**config.mk**
```make
export PLATFORM = sky130hd
export DESIGN_NAME = button_strobe
export DESIGN_NICKNAME = d
export VERILOG_FILES = /design/src/rtl/button_strobe.sv
export SDC_FILE = /design/constraint.sdc
export NUM_CORES = 1
export LEC_CHECK = 0
export BUFFER_PORTS_ARGS = -buffer_cell sky130_fd_sc_hd__clkbuf_2
export CAP_MARGIN = 20
export CORE_MARGIN = 2
export CORE_UTILIZATION = 30
export DETAILED_ROUTE_END_ITERATION = 8
export GPL_TIMING_DRIVEN = 0
export SYNTH_ARGS = -nofsm -noshare
export SYNTH_HDL_FRONTEND = slang
export SYNTH_SLANG_ARGS = --single-unit
```
**constraint.sdc**
```tcl
create_clock -name i_clk -period 2.6 [get_ports i_clk]
set_input_delay 0.26 -clock i_clk [delete_from_list [all_inputs] [get_ports i_clk]]
set_output_delay 0.26 -clock i_clk [all_outputs]
set_load 0.01 [all_outputs]
```
**src/rtl/button_strobe.sv**
```systemverilog
// rtl/button_strobe.sv - two-button synchroniser, debouncer and press strobe generator
// Each button runs an independent 2-flop synchroniser feeding a 4-state debounce FSM.

module button_debounce #(
  parameter int DEBOUNCE_CYCLES = 50000,
  parameter int CNT_W           = 16
) (
  input  logic clk,
  input  logic reset,
  input  logic btn,
  output logic stb,
  output logic held
);

  typedef enum logic [1:0] {
    RELEASED   = 2'd0,
    PRESS_WAIT = 2'd1,
    HELD       = 2'd2,
    REL_WAIT   = 2'd3
  } state_t;

  localparam logic [CNT_W-1:0] CNT_LAST = CNT_W'(DEBOUNCE_CYCLES - 1);

  state_t           state;
  logic [CNT_W-1:0] cnt;
  logic             sync_meta;
  logic             sync;

  always_ff @(posedge clk) begin
    if (reset) begin
      sync_meta <= 1'b0;
      sync      <= 1'b0;
      state     <= RELEASED;
      cnt       <= '0;
      stb       <= 1'b0;
      held      <= 1'b0;
    end else begin
      sync_meta <= btn;
      sync      <= sync_meta;
      stb       <= 1'b0;
      case (state)
        RELEASED: begin
          if (sync) begin
            state <= PRESS_WAIT;
            cnt   <= '0;
          end
        end
        PRESS_WAIT: begin
          if (!sync) begin
            state <= RELEASED;
            cnt   <= '0;
          end else if (cnt == CNT_LAST) begin
            state <= HELD;
            stb   <= 1'b1;
            held  <= 1'b1;
          end else begin
            cnt <= cnt + 1'b1;
          end
        end
        HELD: begin
          if (!sync) begin
            state <= REL_WAIT;
            cnt   <= '0;
          end
        end
        REL_WAIT: begin
          // A bounce back to 1 returns to HELD silently; only a full stable release clears held.
          if (sync) begin
            state <= HELD;
            cnt   <= '0;
          end else if (cnt == CNT_LAST) begin
            state <= RELEASED;
            held  <= 1'b0;
          end else begin
            cnt <= cnt + 1'b1;
          end
        end
        default: begin
          state <= RELEASED;
          cnt   <= '0;
          held  <= 1'b0;
        end
      endcase
    end
  end

`ifdef FORMAL
  logic past_valid = 1'b0;
  always_ff @(posedge clk) past_valid <= 1'b1;
  always_ff @(posedge clk) begin
    if (past_valid && !reset) begin
      assert (!(stb && $past(stb)));
      assert (!stb || held);
      assert (cnt < CNT_W'(DEBOUNCE_CYCLES));
      assert (state inside {RELEASED, PRESS_WAIT, HELD, REL_WAIT});
    end
  end
`endif

endmodule

module button_strobe #(
  parameter int DEBOUNCE_CYCLES = 50000,
  parameter int CNT_W           = 16
) (
  input  logic i_clk,
  input  logic i_reset,
  input  logic i_left_btn,
  input  logic i_right_btn,
  output logic o_left_stb,
  output logic o_right_stb,
  output logic o_left_held,
  output logic o_right_held
);

  button_debounce #(
    .DEBOUNCE_CYCLES(DEBOUNCE_CYCLES),
    .CNT_W          (CNT_W)
  ) u_left (
    .clk  (i_clk),
    .reset(i_reset),
    .btn  (i_left_btn),
    .stb  (o_left_stb),
    .held (o_left_held)
  );

  button_debounce #(
    .DEBOUNCE_CYCLES(DEBOUNCE_CYCLES),
    .CNT_W          (CNT_W)
  ) u_right (
    .clk  (i_clk),
    .reset(i_reset),
    .btn  (i_right_btn),
    .stb  (o_right_stb),
    .held (o_right_held)
  );

endmodule
```
=== Word level (Yosys, flattened, before mapping) ===
Cells that the tools add are included.

* Register bits: 44
* Bits of input ports: 4
* Logic and storage cells: 92

* Add/subtract/negate cells: 2
* Eq/ne operators: 24
* Multiplexer cells: 38
* Bitwise operators: 4
* Reductions and logical operators: 12

{| class="wikitable"
|+ Operators by type and width
! kind !! count
|-
| 16-bit two-way mux || 10
|-
| 16-bit case mux with 4 select lines || 2
|-
| 16-bit by 1-bit adder with 16-bit output, second input constant || 2
|-
| 16-bit equality test, second input constant || 2
|-
| 2-bit two-way mux || 12
|-
| 2-bit by 1-bit inequality test with 1-bit output, second input constant || 8
|-
| 2-bit case mux with 4 select lines || 2
|-
| 1-bit two-way mux || 10
|-
| 5-bit AND reduction || 2
|-
| 2-bit equality test, second input constant || 4
|-
| 2-bit inequality test, second input constant || 4
|-
| 4-bit AND reduction || 2
|-
| 3-bit by 1-bit inequality test with 1-bit output, second input constant || 2
|-
| 3-bit inequality test, second input constant || 2
|-
| 3-bit OR reduction || 2
|-
| 2-bit by 1-bit equality test with 1-bit output, second input constant || 2
|-
| 2-bit zero test || 2
|-
| 1-bit NOT || 4
|-
| 1-bit case mux with 2 select lines || 2
|-
| 2-bit AND reduction || 2
|-
| 2-bit nonzero test || 2
|}

=== Longest topological paths before layout ===
Gate-level depths: netlist (run 1).

* Word-level depth: 4
* Mapped depth: 6
* Gate-level depth less buffers: 5

=== Modules after synthesis ===
A second synthesis (run 1) with hierarchy kept.

* Cell total of the unflattened synthesis: 256
* Area, all modules: 2522.4 sq um

{| class="wikitable"
|+ Modules (own cells, without submodules)
! module !! instances !! cells an instance !! area an instance (sq um)
|-
| button_debounce || 2 || 128 || 1261.2
|}

=== Least setup slack after synthesis (run 1) ===
OpenSTA, ideal clock, no wires.

* Path kind: register -> register
* Start: register u_left.cnt[0]
* End: register u_left.cnt[3]
* Library setup time: 71 ps
* Data arrival time: 1676 ps
* Path slack: 853 ps
* Cell stages (with the launch flop): 7
* Path buffers: 1
* Period minus slack after synthesis: 1747 ps
* Cell sequence: dfxtp_1 ha_1 and4_1 and4_1 buf_6 or4_1 a21oi_1

* Longest elaborated chain between the ends: 4
* Elaborated cells between the ends (all ways): 6

{| class="wikitable"
|+ RTL lines
! item !! line !! RTL
|-
| from (decl) || 25 || <nowiki>logic [CNT_W-1:0] cnt;</nowiki>
|-
| from (signal assigned) || 57 || <nowiki>cnt <= cnt + 1'b1;</nowiki>
|-
| from (signal assigned) || 75 || <nowiki>cnt <= cnt + 1'b1;</nowiki>
|-
| 16-bit by 1-bit adder with 16-bit output / 16-bit equality test (equally long branches) || -- ||
|-
| 16-bit two-way mux (*) || 52, 71 ||
|-
| 16-bit two-way mux, on equally long branches || 68, 49 ||
|-
| 16-bit case mux with 4 select lines (*) || 41 || <nowiki>case (state)</nowiki>
|}

Mark *: on every way between the ends. The rest lies on a longest branch, timed or not.
A chain may end at the register's enable or synchronous reset.

=== Final worst setup path (run 1) ===
Same ends and word-level chain as after synthesis.

==> flow_summary.json, run 1 <==
{
  "grt_overflow": 0,
  "min_path_type": "input port to flop",
  "finalSetupTns_ps": 0,
  "port_buffers": 6,
  "grt_pass1_wl_mm": 7.02,
  "relSlewSlack_pct": 63.6,
  "p_per_area_nw_per_um2": 490,
  "via_per_inst": 4.90,
  "crit_family": "simple AND/OR/NAND/NOR gates",
  "n_fill_cell": 719,
  "cts_setup_buffers": 0,
  "ir_worst_vdd_v": 0.000346,
  "yosysTopAreaCell": "dfxtp_1",
  "cts_hold_buf": 0,
  "finalCriticalPeriod_ps": 1920,
  "grt_use_total_pct": 11.3,
  "arrival_ps": 2150,
  "cts_tree": "done",
  "rsz0062_at_grt": "no",
  "synth-seq-area-share_pct": 41.7,
  "antennaDiodeCount": 0,
  "synth_commonest_cells": "44 x dfxtp_1, 20 x nor2_1, 17 x nand2_1",
  "core_sq_um": 6790,
  "cts_resized": 0,
  "critPathLaunchType": "flop",
  "die_h_microns": 87.9,
  "synth_seq_cells": 44,
  "worst-path-buf-inv": 1,
  "layout-drive-gt1-share_pct": 12.5,
  "vias": 1725,
  "synth.mux.area_fraction_pct": 1.42,
  "cp.required_ps": 2830,
  "yosys_warnings": 0,
  "dp_hpwl_mm": 2.86,
  "cts_max_path_buffers": 2,
  "start_util_pct": 31.1,
  "cp_max_fo": 9,
  "cts_buffers": 5,
  "hold_viol": 0,
  "yosysMostFrequentCell": "dfxtp_1",
  "synth-compound-area-share_pct": 12.2,
  "drt_iter0_markers": 36,
  "gp_congestion": 0.762,
  "synth_area_per_cell_sq_um": 8.73,
  "ys.flop_type": "dfxtp_1",
  "wl_per_cell_microns": 11.6,
  "ys_async_sr_fraction_pct": 0,
  "crit_chain": "ha_1 > and4_1 > and4_1 > buf_6 > or4_1 > a21oi_1",
  "skew_ps": 8.78,
  "synthDistinctLibCells": 49,
  "cts_max_level": 2,
  "drt_first_pass_iters": 4,
  "finalMaxSlewViolations": 0,
  "clk_latency_ps": 300,
  "slowest_stage": "or4_1",
  "cts.sinks": 44,
  "nets": 261,
  "p_leak_nw": 0.751,
  "rows": 30,
  "synth_top_area_share_pct": 41.7,
  "synth-simple-area-share_pct": 31.6,
  "grt_pass1_vias": 1513,
  "placed_area_sq_um": 2260,
  "period_share_pct": 73.8,
  "hold_slack_ps": 163,
  "synthXorXnorAreaFrac_pct": 7.46,
  "drc": 0,
  "synthCells": 242,
  "synth_edf_count": 0,
  "cts-root-buf": "clkbuf_8",
  "synth_top_family_by_area": "simple AND/OR/NAND/NOR gates",
  "max_cap_viol_count": 0,
  "antenna_left": 0,
  "die_x_microns": 87.9,
  "final_area_sq_um": 2350,
  "ios": 8,
  "areaGrowthSynthToFinish_pct": 11.3,
  "worstMarginPinSlew_ps": 538,
  "grt_max_degree": 15,
  "syn_nets": 248,
  "crit_type": "flop to flop",
  "syn-cell-area_sq_um": 2110,
  "crit_path_frequent_cell": "and4_1",
  "wl_mm": 4.08,
  "setup_viol_count_final": 0,
  "outcome": "finished, final reports clean",
  "die_area_sq_um": 7730,
  "antenna_found_initial": 0,
  "end_kind": "flop",
  "clock.fmax_mhz": 521,
  "synthAdderAreaFrac_pct": 1.18,
  "path_clk_slew_ps": 90,
  "worst_path_largest_cell_delay_ps": 460,
  "synth.area.top_cells": "dfxtp_1 42%, xnor2_1 5.4%, nand4_1 4.1%, nor2_1 3.6%, o21ai_0 3.3%"
}
==> kinds of logic (layout without fill, tap and decap cells) <==
| logic type | count (synthesis) | after routing |
|---|---|---|
| xor+xnor | 18 | 18 |
| simple gates | 114 | 114 |
| flops | 44 | 44 |
| compound gates | 43 | 43 |
| mux | 3 | 3 |
| fa+ha+maj | 2 | 2 |
| buf+inv | 18 | 32 |
==> flip-flops by register name (all words and copies together), names as in the netlist, named ones only <==
register / cells
u_right.state: 1
u_right.sync: 1
u_left.sync_meta: 1
u_left.cnt: 16
u_left.sync: 1
u_right.stb: 1
u_right.held: 1
u_right.cnt: 16
u_left.stb: 1
u_left.state: 1
u_left.held: 1
u_right.sync_meta: 1
==> layout make-up <==
| class | count | area (sq um) | share of cell area, % |
|---|---|---|---|
| flip-flops and latches | 44 | 881 | 37.5 |
| clock buffers | 5 | 68.8 | 2.93 |
| inverters | 7 | 26.3 | 1.12 |
| well taps | 96 | 120 | 5.11 |
| repair buffers | 6 | 30.0 | 1.28 |
| clock inverters | 3 | 18.8 | 0.799 |
| multi-input cells | 180 | 1140 | 48.4 |
| plain buffers | 11 | 67.6 | 2.88 |
==> path summary, 6_finish.rpt <==
| kind | from | slack (ps) | to | cells past startpoint |
|---|---|---|---|---|
| max reg2reg | u_left.cnt[0] | 680 | u_left.cnt[3] | 6 |
| min | i_right_btn | 160 | u_right.sync_meta | 2 |
| min reg2reg | u_right.sync_meta | 450 | u_right.sync | 1 |
| max | u_left.cnt[0] | 680 | u_left.cnt[3] | 6 |
==> per-layer routing <==
metal  vias to the layer above  global-route usage (%)  part of all wire, %
met4                         0                    4.20                  1.4
met3                         6                    2.54                  2.4
li1                        918                       -                    -
met2                        13                    16.0                   42
met1                       788                    16.7                   54
met5                         -                       0                    0
==> stage by stage <==
stage	setup WS, ps	utilization [%]	instances	power, mW
2_1_floorplan	853	-	242	0.728
3_3_place_gp	726	33.3	344	0.742
3_5_place_dp	717	33.3	344	0.741
4_1_cts	683	34.6	352	1.17
5_1_grt	612	34.6	352	1.20
6_report	682	34.6	352	1.15
==> where the power goes <==
group | internal, mW | switching [mW]
logic | 0.0135 | 0.0260
registers | 0.680 | 0.00507
clock network | 0.187 | 0.240
total | 0.881 | 0.271
==> layout by cell type (no fill, tap or decap), types with 6 or more instances in the layout <==
cell	instances
nor4_1	6
inv_1	7
clkbuf_2	7
a21oi_1	13
nand3_1	12
nor2_1	20
nand2_1	17
and4_1	6
xnor2_1	13
dfxtp_1	44
o21ai_0	14
nand4_1	14
Power figures use the tool's default switching activity.
==> run 2: changes to the inputs <==
Clock period 2.6 ns to 1.6 ns, I/O delays scaled along.
==> run 2 against run 1 <==
  * Final cell count up 2.8%
  * Die area unchanged
  * Utilization up 4.1 points
  * Non-clock buffer count up 10
  * Critical endpoint is now u_right.cnt[6]
  * Register-to-register slack worse by 650 ps
  * Highest routed layer unchanged
  * Design area up 12%
  * Clock-buffer cell count up 1
  * Combinational power up 99%
  * First-iteration DRC count up 72%
==> flow_summary.json, run 2 (synthesis results as in run 1) <==
{
  "clock.fmax_mhz": 637,
  "drt_iter0_markers": 62,
  "crit_type": "flop to flop",
  "cts.sinks": 44,
  "nets": 271,
  "die_area_sq_um": 7730,
  "rsz0062_at_grt": "yes",
  "relSlewSlack_pct": 71.6,
  "finalMaxSlewViolations": 0,
  "final_cell_mix": "29 x dfxtp_1, 20 x nor2_1, 17 x nand2_1",
  "cts_max_path_buffers": 2,
  "skew_ps": 5.83,
  "rows": 30,
  "areaGrowthSynthToFinish_pct": 24.5,
  "worst-path-buf-inv": 0,
  "rrSetupSlack_ps": 30,
  "antenna_found_initial": 0,
  "arrival_ps": 1810,
  "path_clk_slew_ps": 80,
  "placed_area_sq_um": 2290,
  "cts-root-buf": "clkbuf_8",
  "grt_use_total_pct": 12.4,
  "antennaDiodeCount": 0,
  "ir_worst_vdd_v": 0.000498,
  "grt_pass1_wl_mm": 7.73,
  "vias": 1829,
  "dp_hpwl_mm": 2.97,
  "start_util_pct": 31.1,
  "critPathLaunchType": "flop",
  "largestRegisters": "u_left.cnt: 16 flops, u_right.cnt: 16 flops",
  "r2r_end": "u_right.cnt[6]",
  "end_kind": "flop",
  "p_per_area_nw_per_um2": 793,
  "drc": 0,
  "worstReg2RegStart": "u_right.cnt[1]",
  "startpoint": "u_right.cnt[1]",
  "slowest_stage": "or4_4",
  "grt_pass1_vias": 1685,
  "crit_chain": "ha_4 > and3_4 > and4_4 > or4_4 > a21oi_2",
  "wl_mm": 4.55,
  "layout_commonest_cell": "dfxtp_1",
  "die_h_microns": 87.9,
  "cp_max_fo": 7,
  "cts_tree": "done",
  "drt_first_pass_iters": 4,
  "worst_path_largest_cell_delay_ps": 510,
  "hold_viol": 0,
  "final_area_sq_um": 2630,
  "crit_family": "simple AND/OR/NAND/NOR gates",
  "via_per_inst": 5.05,
  "endpoint": "u_right.cnt[6]",
  "antenna_left": 0,
  "finalCriticalPeriod_ps": 1570,
  "cts_max_level": 2,
  "grt_max_degree": 15,
  "reg2regPathDepth": 5,
  "period_share_pct": 98.1,
  "max_cap_viol_count": 0,
  "cts_buffers": 5,
  "setup_viol_count_final": 0,
  "ios": 8,
  "core_sq_um": 6790,
  "min_path_type": "input port to flop",
  "cp.required_ps": 1840,
  "p_leak_nw": 0.831,
  "worstMarginPinSlew_ps": 425,
  "cts_hold_buf": 0,
  "gp_congestion": 0.755,
  "wl_per_cell_microns": 12.6,
  "layout-drive-gt1-share_pct": 27.4,
  "cp_num_cells": 5,
  "port_buffers": 6,
  "total_power_mw": 2.09,
  "grt_overflow": 0,
  "outcome": "finished, final reports clean",
  "clk_latency_ps": 300,
  "die_x_microns": 87.9
}
-- run 2: changes by cell type in the layout (fill, tap and decap cells not counted), moves of 3 or more --
cell     delta
dfxtp_4     +7
dfxtp_2     +8
dfxtp_1    -15
nor4b_4     +3
and4_1      -3
buf_4      +14
buf_2       -4
-- run 2: through the flow --
step	std cells	hold WS (ps)	TNS, ps	setup slack, ps	util [%]
CTS	358	53.9	-0.472	-0.472	37.1
finish	362	63.1	0	30.7	38.7
detailed placement	344	380	-2660	-167	33.8
floorplan	242	288	0	5.53	-
global placement	344	381	-1850	-125	33.8
global route	362	50.3	-112	-33.7	38.7
-- run 2: final cells by class --
type,count,area (sq um)
Buffer,8,51.3
Clock buffer,6,82.6
Clock inverter,2,38.8
Fill cell,685,4160
Inverter,7,26.3
Multi-Input combinational cell,180,1270
Sequential cell,44,917
Tap cell,96,120
Timing Repair Buffer,19,128
-- run 2: per-layer routing --
metal,up-vias,part of all wire [%],track usage (%)
met3,5,4.0,4.05
met2,28,47,19.2
met1,863,48,16.9
met5,-,0,0
li1,933,-,-
met4,0,0.75,2.94
-- run 2: worst min-delay path by stage --
stage	startpoint	end	slack, ps	cells past startpoint
floorplan	i_left_btn	u_left.sync_meta	290	1
global placement	i_right_btn	u_right.sync_meta	380	2
detailed placement	i_right_btn	u_right.sync_meta	380	2
CTS	i_left_btn	u_left.sync_meta	50	2
global route	i_left_btn	u_left.sync_meta	50	2
finish	i_right_btn	u_right.sync_meta	60	2
-- run 2: power breakdown --
part	internal (mW)	switching, mW	total, mW
registers	1.09	0.00928	1.10
logic	0.0300	0.0483	0.0783
clock network	0.511	0.394	0.904
-- run 2: worst register-to-register path: stages, from the launching register on --
cell     delay [ps]
dfxtp_4         360
ha_4            160
and3_4          170
and4_4          170
or4_4           510
a21oi_2         130
-- run 2: what timing repair did --
item                                    in CTS  in global routing
endpoints found under the setup margin      30                 32
pin swaps                                    6                 10
gates resized for setup                     19                 26
buffers inserted                             7                  6
==> run 3: changes to the inputs <==
Settings changed: CORE_UTILIZATION 30 to 54, PLACE_DENSITY from default to 0.74.
==> run 3 against run 2 <==
  * Critical path type unchanged
  * Maximum frequency fell by 3.5%
  * The run now ends with negative setup slack left
  * Clock skew hardly changed
  * Clock power decreased by 18%
  * Register-to-register slack got worse by 60 ps
  * First-iteration DRC count grew 71%
==> flow_summary.json, run 3 (synthesis results as in run 1) <==
{
  "outcome": "finished, violations left",
  "violations": "negative setup slack",
  "slowest_stage": "or4_4",
  "crit_family": "simple AND/OR/NAND/NOR gates",
  "worstHoldPathCells": 2,
  "final_cell_mix": "30 x dfxtp_1, 20 x nor2_1, 17 x nand2_1",
  "wl_per_cell_microns": 13.6,
  "placed_area_sq_um": 2230,
  "port_buffers": 6,
  "crit_type": "flop to flop",
  "worst-path-buf-inv": 1,
  "antenna_left": 0,
  "max_cap_viol_count": 0,
  "skew_ps": 5.57,
  "end_kind": "flop",
  "rows": 22,
  "cts_buffers": 5,
  "finalCriticalPeriod_ps": 1630,
  "layout_setup_ws_ps": -26.0,
  "clock.fmax_mhz": 615,
  "ios": 8,
  "min_path_type": "input port to flop",
  "nets": 268,
  "finalSetupTns_ps": -26.0,
  "ir_worst_vdd_v": 0.000639,
  "drt_first_pass_iters": 4,
  "cp.required_ps": 1820,
  "cts_max_level": 2,
  "grt_use_total_pct": 22.0,
  "drc": 0,
  "cts_hold_buf": 0,
  "dp_hpwl_mm": 2.86,
  "antennaDiodeCount": 0,
  "p_per_area_nw_per_um2": 771,
  "period_share_pct": 102,
  "worst_path_largest_cell_delay_ps": 480,
  "layout_commonest_cell": "dfxtp_1",
  "cts.sinks": 44,
  "via_per_inst": 5.81,
  "p_leak_nw": 0.805,
  "start_util_pct": 56.8,
  "grt_overflow": 0,
  "grt_max_degree": 14,
  "hold_viol": 0,
  "relSlewSlack_pct": 67.7,
  "hp-start": "i_right_btn",
  "utilization_pct": 67.0,
  "min_to": "u_right.sync_meta",
  "pre_cts_slack_ps": -195,
  "gp_congestion": 0.809,
  "worstMarginPinSlew_ps": 485,
  "r2r_end": "u_right.cnt[6]",
  "wl_mm": 4.22,
  "final_area_sq_um": 2490,
  "cts_max_path_buffers": 2,
  "rrSetupSlack_ps": -30,
  "cp_max_fo": 9,
  "total_power_mw": 1.92,
  "die_x_microns": 66.5,
  "arrival_ps": 1850,
  "vias": 1808,
  "antenna_found_initial": 0,
  "path_clk_slew_ps": 80,
  "critPathLaunchType": "flop",
  "cts_tree": "done",
  "cts-root-buf": "clkbuf_8",
  "crit_chain": "ha_4 > and3_4 > and4_1 > buf_6 > or4_4 > a21oi_2",
  "finalMaxSlewViolations": 0,
  "dp_cells": 296,
  "largestRegisters": "u_left.cnt: 16 flops, u_right.cnt: 16 flops",
  "fin_cells": 311,
  "grt_pass1_vias": 1700,
  "hold_slack_ps": 98.8,
  "core_sq_um": 3720,
  "die_h_microns": 66.5,
  "reg2regPathDepth": 6,
  "areaGrowthSynthToFinish_pct": 18.0,
  "drt_iter0_markers": 106,
  "rsz0062_at_grt": "yes",
  "die_area_sq_um": 4430,
  "clk_latency_ps": 280,
  "worstReg2RegStart": "u_right.cnt[0]",
  "layout-drive-gt1-share_pct": 25.1,
  "setup_viol_count_final": 1,
  "grt_pass1_wl_mm": 7.51
}
run 3: cell types whose count changed in the layout (fill, tap and decap cells not counted), moves of 2 or more:
cell     delta
buf_2       +2
dfxtp_2     +2
buf_4       -5
nor4b_4     -2
dfxtp_4     -3
nor4b_2     +2
run 3: cell type report:
type	instances	area (sq um)
clock buffer	8	100
tap	48	60.1
fill	331	1220
sequential	44	908
buffer	10	61.3
multi-input combinational	180	1240
inverter	7	26.3
timing repair buffer	14	90.1
run 3: worst max-delay path by stage:
stage	from	to	slack (ps)	cells past startpoint
after floorplan	u_right.cnt[0]	u_right.cnt[6]	6	6
after global routing	u_right.cnt[0]	u_right.cnt[6]	-80	6
final	u_right.cnt[0]	u_right.cnt[6]	-30	6
after CTS	u_right.cnt[1]	u_right.cnt[6]	-20	6
after global placement	flop	u_left.cnt[10]	-140	5
after detailed placement	flop	u_left.cnt[11]	-190	5
run 3: repair_timing:
item | CTS | global route
cloned | 0 | 0
buffers inserted | 7 | 1
endpoints found under the setup margin | 32 | 34
resized for setup | 13 | 20
pin swaps | 4 | 2
run 3: metal layers:
layer | routed length, microns | global-route usage, % | share of wire (%) | up-vias
li1 | - | - | - | 931
met2 | 1940 | 34.8 | 46 | 22
met4 | 42 | 7.14 | 1.0 | 0
met1 | 2110 | 29.1 | 50 | 850
met3 | 126 | 5.74 | 3.0 | 5
met5 | 0 | 0 | 0 | -
run 3: report_power, final:
| part | leakage [nW] | internal [mW] | switching, mW |
|---|---|---|---|
| sequential | 0.364 | 1.10 | 0.0102 |
| clock | 0.0515 | 0.394 | 0.345 |
| combinational | 0.390 | 0.0261 | 0.0465 |
